<file path="config.mk">
export PLATFORM = sky130hd
export DESIGN_NAME = piso_serializer
export DESIGN_NICKNAME = d
export VERILOG_FILES = /design/src/rtl/piso_serializer.sv
export SDC_FILE = /design/constraint.sdc
export NUM_CORES = 1
export LEC_CHECK = 0
export BUFFER_PORTS_ARGS = -buffer_cell sky130_fd_sc_hd__buf_2
export CAP_MARGIN = 40
export CORE_MARGIN = 2
export CORE_UTILIZATION = 46
export DETAILED_ROUTE_END_ITERATION = 6
export MAX_ROUTING_LAYER = met4
export PLACE_DENSITY = 0.72
export SYNTH_ARGS = -nofsm -noshare
export SYNTH_HDL_FRONTEND = slang
export SYNTH_SLANG_ARGS = --single-unit
</file>
<file path="constraint.sdc">
create_clock -name clock -period 1.61 [get_ports clock]
set_input_delay 0.322 -clock clock [delete_from_list [all_inputs] [get_ports clock]]
set_output_delay 0.322 -clock clock [all_outputs]
set_load 0.01 [all_outputs]
</file>
<file path="src/rtl/piso_serializer.sv">
// MSB-first parallel-in/serial-out transmitter with valid/ready load and frame/last strobes.
// Define PISO_SERIALIZER_PARITY_EN to append an even-parity bit to every frame.
module piso_serializer #(
  parameter int WIDTH = 8
) (
  input  logic             clock,
  input  logic             clear,
  input  logic             load_valid,
  output logic             load_ready,
  input  logic [WIDTH-1:0] load_data,
  output logic             ser_data,
  output logic             ser_frame,
  output logic             ser_last,
  output logic             busy
);
  localparam int CW = $clog2(WIDTH + 1);

  typedef enum logic [1:0] {IDLE, SHIFT, PARITY} state_t;

  state_t           state, nxt_state;
  logic [WIDTH-1:0] sreg, nxt_sreg;
  logic [CW-1:0]    cnt, nxt_cnt;
  logic             nxt_data, nxt_frame, nxt_last;
  logic             take;
`ifdef PISO_SERIALIZER_PARITY_EN
  logic             par, nxt_par;
`endif

  always_ff @(posedge clock or negedge clear) begin
    if (!clear) state <= IDLE;
    else        state <= nxt_state;
  end

  // sreg holds the bits not yet presented; cnt is how many remain after the one on ser_data.
  always_comb begin
    nxt_state  = state;
    nxt_sreg   = sreg;
    nxt_cnt    = cnt;
    nxt_data   = 1'b0;
    nxt_frame  = 1'b0;
    nxt_last   = 1'b0;
    load_ready = 1'b0;
`ifdef PISO_SERIALIZER_PARITY_EN
    nxt_par    = par;
`endif
    case (state)
      IDLE:   load_ready = 1'b1;
`ifdef PISO_SERIALIZER_PARITY_EN
      PARITY: load_ready = 1'b1;
`else
      SHIFT:  load_ready = (cnt == '0);
`endif
      default: load_ready = 1'b0;
    endcase
    take = load_valid && load_ready;

    if (take) begin
      nxt_state = SHIFT;
      nxt_sreg  = {load_data[WIDTH-2:0], 1'b0};
      nxt_cnt   = CW'(WIDTH - 1);
      nxt_data  = load_data[WIDTH-1];
      nxt_frame = 1'b1;
`ifdef PISO_SERIALIZER_PARITY_EN
      nxt_par   = ^load_data;
`endif
    end else if (state == SHIFT && cnt != '0) begin
      nxt_sreg  = {sreg[WIDTH-2:0], 1'b0};
      nxt_cnt   = cnt - 1'b1;
      nxt_data  = sreg[WIDTH-1];
      nxt_frame = 1'b1;
`ifdef PISO_SERIALIZER_PARITY_EN
      nxt_last  = 1'b0;
`else
      nxt_last  = (cnt == CW'(1));
`endif
`ifdef PISO_SERIALIZER_PARITY_EN
    end else if (state == SHIFT) begin
      nxt_state = PARITY;
      nxt_data  = par;
      nxt_frame = 1'b1;
      nxt_last  = 1'b1;
`endif
    end else begin
      nxt_state = IDLE;
    end
  end

  always_ff @(posedge clock or negedge clear) begin
    if (!clear) begin
      sreg      <= '0;
      cnt       <= '0;
      ser_data  <= 1'b0;
      ser_frame <= 1'b0;
      ser_last  <= 1'b0;
`ifdef PISO_SERIALIZER_PARITY_EN
      par       <= 1'b0;
`endif
    end else begin
      sreg      <= nxt_sreg;
      cnt       <= nxt_cnt;
      ser_data  <= nxt_data;
      ser_frame <= nxt_frame;
      ser_last  <= nxt_last;
`ifdef PISO_SERIALIZER_PARITY_EN
      par       <= nxt_par;
`endif
    end
  end

  assign busy = (state != IDLE);

endmodule

</file>
==> results.cfg <==
[status]
status = finished with violations
violations = negative setup slack

[routing]
wl_met1_um = 683
routed-wl-met3_um = 57
vias = 564
viasPerCell = 5.22
dr_wl_met2_um = 650
wl_mm = 1.40
drtAntennaViolNets = 0
route.detailed.drc = 0
drtIter0Drc = 5
wire_per_inst_um = 13.0
highest_layer = met4
dr.pass1.iters = 3

[finish]
regArea_um2 = 375
drive_gt1_share_pct = 42.4
nets = 106
multi_input_area_um2 = 329
area_growth_pct = 28.6
stdcell_area_um2 = 946
fillerInstances = 138
num_antenna_cells = 0

[setup_path]
cp_slowest_cell = dfrtp_1
r2r.worst_path.cells = 8
cp-start-kind = flop
worstPathArrival_ns = 1.36
criticalPathCategory = flop to output port
end_kind = output port
crit_path_max_incr_delay_ns = 0.40
path_buf_inv = 3
crit_fanout = 2
path_delay_family = flip-flops
critPathRequiredTime_ns = 1.29
r2r-end = ser_data
r2r-start = cnt[0]
crit_chain = inv_2 -> ha_4 -> nor3b_4 -> nor2_4 -> inv_4 -> buf_6
r2r_setup_slack_ns = 0.09

[placement]
place_congestion = 0.750
dpl-instance-area_um2 = 862
io_buffer_count = 15
hpwl_um = 992

[grt]
track_usage_pct = 18.8
antenna_found_initial = 0
grt_pass1_wl_mm = 2.58
grt_overflow = 0
grt_pass1_vias = 610
grt_max_degree = 16

[synth]
yosys.area_share.xor_xnor_pct = 0
ys_seq_elements = 15
netlist_instances = 65
ys_types = 23
synth_mux_area_share_pct = 13.8
ys_seq_area_share_pct = 51.0
synth_top_family_by_area = multiplexers
synthesis.nets = 78
netlist_area_um2 = 736
synth_compound_area_share_pct = 12.4
syn_avg_cell_area_um2 = 11.3
synth_fa_ha_area_share_pct = 3.40
yosys.area_share.simple_pct = 13.4
yosys_warnings = 0

[min_path]
hold_start = load_data[0]
hold_end = sreg[1]
min_path_type = input port to flop
hold-path-cell-count = 3

[timing]
clock_skew_ns = 0.00719
fin_crit_ns = 1.68
tightest_slew_ns = 0.341
period_share_pct = 104
fmax_ghz = 0.595
timing.hold.ws_ns = 0.287
setup_ws_ns = -0.0707
slew-limit-headroom_pct = 77.3
setup_viol_count_final = 1
grt_setup_unrepaired = true
finalHoldViolCount = 0
finalMaxSlewViolations = 0

[clocking]
htreeDepth = 1
cts_max_path_buffers = 2
cts_sinks = 15
insertion_delay_ns = 0.27
cts-root-buf = clkbuf_4
tritoncts = built
cts_buffers = 3
cts.reportedPaths.clkPinSlew_ns = 0.09

[floorplan]
die_height_um = 44.0
chipWidth_um = 44.0
num_rows = 14
num_io_pins = 16
start_util_pct = 48.8
design.core.area_mm2 = 0.00151
die_area_mm2 = 0.00194

[power]
ir_worst_vdd_uv = 918
powerDensity_mw_per_mm2 = 1890
leakagePower_nw = 0.468

[job]
cap_viol_max_count = 0
## cell usage in the layout, fill, tap and decap left out, drive strengths merged
cell type,count
a211oi,1
a21o,1
buf,25
dfrtp,15
nor3b,1
clkbuf,4
a31o,1
o31ai,1
nor2,3
nor3,6
or4,1
ha,2
dlygate4sd3,1
mux2,1
nand2,3
a21oi,6
o21ai,4
nor4b,1
inv,6
mux2i,9
## final cells by class
type                            count  area share, %
Sequential cell                    15           39.7
Multi-Input combinational cell     41           34.8
Timing Repair Buffer               26           18.0
Clock buffer                        4           2.78
Inverter                            6           2.65
Tap cell                           16           2.12
## worst reg2reg max path, stage by stage, from the launching register on
cell and delay, ns:
dfrtp_1 0.40, inv_2 0.09, ha_4 0.13, nor3b_4 0.23
nor2_4 0.08, inv_4 0.07, buf_4 0.15, buf_6 0.12
mux2i_1 0.18
## cell usage after synthesis
cell type  count  share of area (%)
a21o_2         1                1.2
nor2_4         1                1.5
o31ai_1        1                1.0
buf_6          1                1.5
or4_4          1                1.5
clkbuf_2       1               0.68
a211oi_2       1                1.7
nand2_1        3                1.5
nor3_1         6                4.1
o21ai_2        1                1.2
mux2i_1        9                 12
inv_1          5                2.6
a31o_1         1                1.2
dfrtp_1       15                 51
buf_2          1               0.68
ha_1           2                3.4
nor2_1         2                1.0
nor3b_4        1                2.6
a21oi_1        6                4.1
nor4b_1        1                1.2
inv_2          1               0.51
o21ai_0        3                2.0
mux2_2         1                1.5
## registers in the layout, indices dropped and copies added (netlist names)
name	flops
cnt	4
state	1
ser_last	1
ser_frame	1
sreg	7
ser_data	1
## repair_timing
| item | 4_1_cts | 5_1_grt |
|---|---|---|
| setup endpoints to repair | 1 | 5 |
| resized for setup | 6 | 1 |
| pin swaps | 1 | 2 |
| hold buffers | 1 | 0 |
| endpoints found under the hold margin | 15 | 0 |
| cloned | 0 | 0 |
| setup buffers | 3 | 2 |
## routing by layer
metal | track usage, % | vias to the layer above
met4 | 5.45 | 0
met1 | 22.6 | 262
met2 | 31.8 | 11
li1 | - | 289
met5 | - | -
met3 | 3.75 | 2
## worst max path at each step
stage / startpoint / endpoint / slack, ns / depth (start not counted)
after global routing: cnt[0] / load_ready / -0.15 / 6
after global placement: cnt[1] / load_ready / 0.10 / 6
final: cnt[0] / load_ready / -0.07 / 6
after floorplan: cnt[0] / load_ready / 0.02 / 6
after detailed placement: cnt[0] / load_ready / 0.09 / 6
after CTS: cnt[1] / load_ready / -0.06 / 6
## through the flow
stage	power [mW]	TNS [ns]	util, %	setup WS (ns)	instances
after global routing	1.94	-0.174	62.8	-0.147	108
after global placement	1.43	0	57.2	0.104	100
after detailed placement	1.45	0	57.2	0.0927	100
after floorplan	1.19	0	-	0.0207	65
final	1.79	-0.0707	62.8	-0.0707	108
after CTS	1.79	-0.0594	62.5	-0.0594	108
## report_power, final
group	leakage (nW)	switching, mW	internal (mW)
registers	0.179	0.113	0.545
logic	0.274	0.426	0.488
clock network	0.0150	0.118	0.0958
## cells by family after synthesis
group,count (synthesis)
AND/OR/NAND/NOR,15
flip-flops,15
AO/OA/AOI/OAI,14
multiplexers,10
buffers and inverters,9
adder cells (fa/ha/maj),2
Note: power is estimated with default switching activity, not from simulation.
